--- src/rtl/mc_pkg.sv ---
// Shared types and encodings for the multi-cycle control sequencer.
// Opcodes are the RV32I major opcodes the sequencer knows how to step.
package mc_pkg;

  typedef enum logic [2:0] {
    S_IDLE    = 3'd0,
    S_FETCH   = 3'd1,
    S_DECODE  = 3'd2,
    S_EXECUTE = 3'd3,
    S_MEM     = 3'd4,
    S_WB      = 3'd5,
    S_HALT    = 3'd6
  } state_e;

  localparam logic [6:0] OP_R      = 7'b0110011;
  localparam logic [6:0] OP_I      = 7'b0010011;
  localparam logic [6:0] OP_LOAD   = 7'b0000011;
  localparam logic [6:0] OP_STORE  = 7'b0100011;
  localparam logic [6:0] OP_BRANCH = 7'b1100011;
  localparam logic [6:0] OP_JAL    = 7'b1101111;
  localparam logic [6:0] OP_JALR   = 7'b1100111;
  localparam logic [6:0] OP_LUI    = 7'b0110111;

  localparam logic [2:0] F3_BEQ = 3'b000;
  localparam logic [2:0] F3_BNE = 3'b001;

  localparam logic [1:0] PC_SRC_PC4  = 2'd0;
  localparam logic [1:0] PC_SRC_BR   = 2'd1;
  localparam logic [1:0] PC_SRC_JAL  = 2'd2;
  localparam logic [1:0] PC_SRC_JALR = 2'd3;

  localparam logic [1:0] WB_SEL_ALU = 2'd0;
  localparam logic [1:0] WB_SEL_MEM = 2'd1;
  localparam logic [1:0] WB_SEL_PC4 = 2'd2;

  function automatic logic op_supported(input logic [6:0] op);
    case (op)
      OP_R, OP_I, OP_LOAD, OP_STORE,
      OP_BRANCH, OP_JAL, OP_JALR, OP_LUI:
        return 1'b1;
      default:
        return 1'b0;
    endcase
  endfunction

endpackage

--- src/rtl/mem_wait_timer.sv ---
// Counts unanswered memory request cycles and flags when the limit is hit.
// Cleared whenever the sequencer enters a new request state.
module mem_wait_timer #(
  parameter int unsigned TIMEOUT_CYCLES = 64
) (
  input  logic clk,
  input  logic reset,
  input  logic clear,
  input  logic count_en,
  output logic expired
);

  localparam logic [7:0] LAST = 8'(TIMEOUT_CYCLES - 1);

  logic [7:0] cnt_q, cnt_d;

  always_ff @(posedge clk or posedge reset) begin
    if (reset) cnt_q <= '0;
    else       cnt_q <= cnt_d;
  end

  always_comb begin
    cnt_d = cnt_q;
    if (clear)         cnt_d = '0;
    else if (count_en) cnt_d = cnt_q + 8'd1;
  end

  // Fires in the wait cycle whose increment would reach the limit.
  assign expired = count_en && (cnt_q == LAST);

endmodule

--- src/rtl/mc_sequencer.sv ---
// Multi-cycle RV32I control sequencer sharing one memory port
// between instruction fetch and load/store.
module mc_sequencer
  import mc_pkg::*;
#(
  parameter int unsigned TIMEOUT_CYCLES = 64
) (
  input  logic        clk,
  input  logic        reset,
  input  logic [6:0]  opcode,
  input  logic [2:0]  func3,
  input  logic        alu_zero,
  input  logic        mem_ready,
  output logic        mem_req,
  output logic        mem_we,
  output logic        mem_is_instr,
  output logic        ir_write,
  output logic        pc_write,
  output logic [1:0]  pc_src,
  output logic        reg_write,
  output logic [1:0]  wb_sel,
  output logic        alu_src_b,
  output logic [2:0]  state,
  output logic [31:0] retired,
  output logic        illegal,
  output logic        timeout
);

  state_e      state_q, state_d;
  logic [6:0]  op_q, op_d;
  logic [2:0]  f3_q, f3_d;
  logic [31:0] retired_q, retired_d;
  logic        illegal_q, illegal_d;
  logic        timeout_q, timeout_d;

  logic expired, tmr_clear, tmr_en;
  logic is_r, is_br, is_load, is_store, is_jal, is_jalr;
  logic br_ok, br_taken;

  assign is_r     = op_q == OP_R;
  assign is_br    = op_q == OP_BRANCH;
  assign is_load  = op_q == OP_LOAD;
  assign is_store = op_q == OP_STORE;
  assign is_jal   = op_q == OP_JAL;
  assign is_jalr  = op_q == OP_JALR;

  assign br_ok    = (f3_q == F3_BEQ) || (f3_q == F3_BNE);
  assign br_taken = (f3_q == F3_BEQ) ? alu_zero : !alu_zero;

  always_ff @(posedge clk or posedge reset) begin
    if (reset) state_q <= S_IDLE;
    else       state_q <= state_d;
  end

  always_comb begin
    state_d   = state_q;
    illegal_d = illegal_q;
    timeout_d = timeout_q;
    unique case (state_q)
      S_IDLE: state_d = S_FETCH;
      S_FETCH: begin
        if (mem_ready) begin
          state_d = S_DECODE;
        end else if (expired) begin
          state_d   = S_HALT;
          timeout_d = 1'b1;
        end
      end
      S_DECODE: begin
        if (op_supported(opcode)) begin
          state_d = S_EXECUTE;
        end else begin
          state_d   = S_HALT;
          illegal_d = 1'b1;
        end
      end
      S_EXECUTE: begin
        if (is_br) begin
          state_d   = br_ok ? S_FETCH : S_HALT;
          illegal_d = illegal_q | !br_ok;
        end else if (is_load || is_store) begin
          state_d = S_MEM;
        end else begin
          state_d = S_WB;
        end
      end
      S_MEM: begin
        if (mem_ready) begin
          state_d = is_store ? S_FETCH : S_WB;
        end else if (expired) begin
          state_d   = S_HALT;
          timeout_d = 1'b1;
        end
      end
      S_WB:    state_d = S_FETCH;
      S_HALT:  state_d = S_HALT;
      default: state_d = S_HALT;
    endcase
  end

  always_comb begin
    mem_req      = 1'b0;
    mem_we       = 1'b0;
    mem_is_instr = 1'b0;
    ir_write     = 1'b0;
    pc_write     = 1'b0;
    pc_src       = PC_SRC_PC4;
    reg_write    = 1'b0;
    wb_sel       = WB_SEL_ALU;
    alu_src_b    = 1'b0;
    unique case (state_q)
      S_FETCH: begin
        mem_req      = 1'b1;
        mem_is_instr = 1'b1;
        ir_write     = mem_ready;
      end
      S_EXECUTE: begin
        alu_src_b = !(is_r || is_br);
        if (is_br && br_ok) begin
          pc_write = 1'b1;
          pc_src   = br_taken ? PC_SRC_BR : PC_SRC_PC4;
        end
      end
      S_MEM: begin
        mem_req  = 1'b1;
        mem_we   = is_store;
        pc_write = is_store && mem_ready;
      end
      S_WB: begin
        reg_write = 1'b1;
        pc_write  = 1'b1;
        unique case (1'b1)
          is_load:           wb_sel = WB_SEL_MEM;
          is_jal || is_jalr: wb_sel = WB_SEL_PC4;
          default:           wb_sel = WB_SEL_ALU;
        endcase
        unique case (1'b1)
          is_jal:  pc_src = PC_SRC_JAL;
          is_jalr: pc_src = PC_SRC_JALR;
          default: pc_src = PC_SRC_PC4;
        endcase
      end
      default: ;
    endcase
  end

  // Decode fields are captured once so later states ignore IR changes.
  assign op_d      = (state_q == S_DECODE) ? opcode : op_q;
  assign f3_d      = (state_q == S_DECODE) ? func3  : f3_q;
  assign retired_d = retired_q + {31'd0, pc_write};

  always_ff @(posedge clk or posedge reset) begin
    if (reset) begin
      op_q      <= '0;
      f3_q      <= '0;
      retired_q <= '0;
      illegal_q <= 1'b0;
      timeout_q <= 1'b0;
    end else begin
      op_q      <= op_d;
      f3_q      <= f3_d;
      retired_q <= retired_d;
      illegal_q <= illegal_d;
      timeout_q <= timeout_d;
    end
  end

  assign tmr_clear = (state_d != state_q) &&
                     ((state_d == S_FETCH) || (state_d == S_MEM));
  assign tmr_en    = mem_req && !mem_ready;

  mem_wait_timer #(
    .TIMEOUT_CYCLES(TIMEOUT_CYCLES)
  ) u_timer (
    .clk     (clk),
    .reset   (reset),
    .clear   (tmr_clear),
    .count_en(tmr_en),
    .expired (expired)
  );

  assign state   = state_q;
  assign retired = retired_q;
  assign illegal = illegal_q;
  assign timeout = timeout_q;

endmodule

--- config.mk ---
export PLATFORM = sky130hd
export DESIGN_NAME = mc_sequencer
export DESIGN_NICKNAME = d
export VERILOG_FILES = /design/src/rtl/mc_pkg.sv /design/src/rtl/mem_wait_timer.sv /design/src/rtl/mc_sequencer.sv
export SDC_FILE = /design/constraint.sdc
export NUM_CORES = 1
export LEC_CHECK = 0
export CAP_MARGIN = 10
export CORE_MARGIN = 5
export CORE_UTILIZATION = 40
export DETAILED_ROUTE_END_ITERATION = 6
export PLACE_DENSITY = 0.7
export SLEW_MARGIN = 20
export SYNTH_ARGS = -nofsm -noshare
export SYNTH_HDL_FRONTEND = slang
export SYNTH_SLANG_ARGS = --single-unit
--- constraint.sdc ---
create_clock -name clk -period 3.18 [get_ports clk]
set_input_delay 0.318 -clock clk [delete_from_list [all_inputs] [get_ports clk]]
set_output_delay 0.318 -clock clk [all_outputs]
set_load 0.005 [all_outputs]
==> impl_metrics.env <==
export IMPL_run_status="finished clean"
export IMPL_fp_dieW_um=94.0
export IMPL_cts_repair_resize_count=0
export IMPL_synth_fp_nets=273
export IMPL_syn2layout_area_growth_pct=30.2
export IMPL_postSynth_topFlopCell="dfrtp_1"
export IMPL_dp_cells=411
export IMPL_synthArstFlopShare_pct=100
export IMPL_drt_first_iter_violations=98
export IMPL_power_net_switching_uw=863
export IMPL_min_to="timeout"
export IMPL_power_per_cell_area_nw_per_um2=655
export IMPL_top_delay_family_on_crit_path="simple AND/OR/NAND/NOR gates"
export IMPL_antenna_left=0
export IMPL_worstSetupEndpointType="flip-flop"
export IMPL_worst_slew_pin_slew_ns=0.697
export IMPL_synthesis_instances=256
export IMPL_final_period_minus_worst_setup_slack_ns=2.91
export IMPL_synth_yosys_seq_area_share_pct=48.7
export IMPL_hold_depth=1
export IMPL_antenna_cells=0
export IMPL_reg2reg_setup_slack_ns=0.27
export IMPL_die_y_um=94.0
export IMPL_grt_max_degree=56
export IMPL_die_area_sq_um=8840
export IMPL_setup_violations_final=0
export IMPL_first_global_vias=2195
export IMPL_finalWirelength_mm=6.36
export IMPL_synth_warnings=0
export IMPL_critical_path_startpoint_type="flip-flop"
export IMPL_drc_errors=0
export IMPL_io_pin_count=62
export IMPL_detailedPlacementHpwl_mm=4.71
export IMPL_synthDominantCellAreaShare_pct=48.7
export IMPL_clkSinkCount=55
export IMPL_route_detailed_vias_per_inst=5.19
export IMPL_cts_tree="done"
export IMPL_synth_edf_count=0
export IMPL_yosys_reg_bits=55
export IMPL_power_share_sequential_pct=41.9
export IMPL_slew_violations=0
export IMPL_leakagePower_uw=0.00156
export IMPL_grt_ovfl_total=0
export IMPL_hold_class="reg2reg"
export IMPL_numCtsBuffers=5
export IMPL_final_hold_violation_count=0
export IMPL_r2r_worst_path_cells=11
export IMPL_quantity_of_i_o_buffers_inserted_on_ports=61
export IMPL_clock_insertion_delay_worst_skew_ns=0.31
export IMPL_worst_clock_skew_ns=0.0111
export IMPL_cts_repair_timing_setup_buffer_count=0
export IMPL_worst_setup_hold_path_clk_slew_ns=0.10
export IMPL_fmax_mhz=344
export IMPL_fraction_of_final_layout_cells_with_drive_strength_greater_than_1_pct=11.5
export IMPL_critical_path_max_stage_delay_ns=0.55
export IMPL_floorplan_core_area_sq_um=6830
export IMPL_cts_hold_repair_buffers=0
export IMPL_power_share_switching_pct=35.9
export IMPL_vdd_ir_drop_worst_uv=469
export IMPL_crit_fanout=7
export IMPL_dr_total_vias=2175
export IMPL_post_layout_nonfiller_instances=419
export IMPL_gr_usage_all_layers_pct=15.3
export IMPL_global_route_wire_length_before_repair_mm=10.9
export IMPL_mostFrequentLayoutCell="clkdlybuf4s50_1"
export IMPL_beginning_of_the_worst_hold_path="timeout"
export IMPL_number_of_h_tree_levels=2
export IMPL_placementRows=30
export IMPL_synth_area_leaders="dfrtp_1 49%, xnor2_1 7.1%, xor2_1 5.6%"
export IMPL_finish_net_count=339
export IMPL_clockBufferDepth=2
export IMPL_detail_route_wl_per_cell_um=15.2
export IMPL_crit_path_cell_trace="nand4bb_4, or4_4, nor3_1, o21ai_0, o31ai_1, ha_2, ha_1, and2_1, nand4_1, nor3_1, xor2_1"
export IMPL_cell_mode_on_critical_path="nor3_1"
export IMPL_final_setup_tns_ns=0
export IMPL_regToRegEndpoint="retired[28]"
export IMPL_synth_cell_type_count=46
export IMPL_r2r_start="op_q[3]"
export IMPL_firstDrtPassIters=4
export IMPL_number_of_antenna_violations_at_the_first_check_in_global_routing=0
export IMPL_cp_data_required_time_ns=3.42
export IMPL_clock_root_buffer="clkbuf_8"
export IMPL_worstPathArrival_ns=3.15
export IMPL_syn_cell_area_sq_um=2830
export IMPL_post_route_period_util_pct=91.4
export IMPL_power_clock_fraction_pct=19.3
export IMPL_timing_slew_headroom_pct=53.5
export IMPL_synthDominantAreaCellType="dfrtp_1"
export IMPL_starting_density_pct=41.4
export IMPL_intPower_uw=1540
export IMPL_path_class="reg2reg"
export IMPL_mostFrequentLayoutCells="61 x clkdlybuf4s50_1, 55 x dfrtp_1, 23 x xnor2_1, 18 x xor2_1, 16 x nand3_1"
export IMPL_crit_slowest_cell="or4_4"
export IMPL_rsz_0062_raised_after_global_routing="no"
export IMPL_path_buf_inv=0
export IMPL_gp_routability_congestion=0.888
export IMPL_average_instance_area_after_synthesis_sq_um=11.0
export IMPL_pwr_share_comb_pct=38.8
export IMPL_max_cap_violation_count=0
## synth_stat cells (2+ instances only)
library cell	instances
a211oi_1	9
a21o_1	2
a21oi_1	3
and2_1	5
and3_1	11
and4_1	6
buf_4	2
clkbuf_1	5
dfrtp_1	55
ha_1	3
inv_1	10
mux2_2	10
nand2_1	12
nand3_1	16
nand4_1	9
nor2_1	15
nor2b_1	2
nor3_1	7
o21ai_0	5
o31ai_1	2
or3_1	3
xnor2_1	23
xor2_1	18
## stage by stage
| step | util, % | power, uW | setup WS, ns | cell area, sq um | hold WS [ns] |
|---|---|---|---|---|---|
| after floorplan | - | 1590 | 0.287 | 2830 | 0.451 |
| after global placement | 52.1 | 1930 | 0.394 | 3560 | 0.444 |
| after detailed placement | 52.1 | 1960 | 0.282 | 3560 | 0.449 |
| after CTS | 53.8 | 2430 | 0.253 | 3670 | 0.481 |
| after global routing | 53.8 | 2570 | 0.00212 | 3680 | 0.505 |
| final | 53.8 | 2410 | 0.272 | 3680 | 0.476 |
## how the worst max path moves through the flow
| stage | to | slack (ns) | depth (start not counted) | from |
|---|---|---|---|---|
| detailed placement | retired[28] | 0.28 | 11 | op_q[3] |
| global route | retired[31] | 0.002 | 10 | op_q[3] |
| floorplan | retired[28] | 0.29 | 12 | op_q[3] |
| global placement | retired[28] | 0.39 | 11 | op_q[3] |
| CTS | retired[28] | 0.25 | 11 | op_q[3] |
| finish | retired[28] | 0.27 | 11 | op_q[3] |
## kinds of logic (layout without fill, tap and decap cells)
group           Yosys count  in the layout  synth area share (%)
compound gates           34             34                  10.9
simple gates             94             94                  19.3
xor+xnor                 41             41                  12.7
flops                    55             55                  48.7
mux                      11             11                  4.34
fa+ha+maj                 3              3                  1.33
buf+inv                  18             85                  2.70
## layout make-up
cell class              count  area (sq um)
multi-input cells         183          1380
flip-flops and latches     55          1380
fillers                   621          3150
well taps                  96           120
clock inverters             3          43.8
repair buffers             67           656
inverters                  10          37.5
clock buffers               5          68.8
## registers in the layout, summed over array words and instances (netlist names)
signal	count
retired	32
u_timer.cnt_q	8
illegal	1
timeout	1
state	3
op_q	7
f3_q	3
## power groups by stage
stage	clock, uW	sequential, uW	combinational [uW]
finish	465	1010	935
detailed placement	0	1020	938
global route	510	1030	1030
CTS	482	1010	940
floorplan	0	960	635
global placement	0	1000	926
## worst reg2reg max path, stage by stage, from the launching register on
cell and delay, ns:
dfrtp_1 0.41, nand4bb_4 0.28, or4_4 0.55, nor3_1 0.14, o21ai_0 0.09, o31ai_1 0.11
ha_2 0.28, ha_1 0.21, and2_1 0.19, nand4_1 0.20, nor3_1 0.23, xor2_1 0.16
## metal layers
metal	vias to the layer above	share of wire (%)	GRT usage (%)
met3	8	4.5	3.45
li1	1045	-	-
met2	55	46	23.2
met4	0	1.7	4.93
met1	1067	48	21.7
met5	-	0	0
No activity file was read; power rests on OpenSTA's default activity.
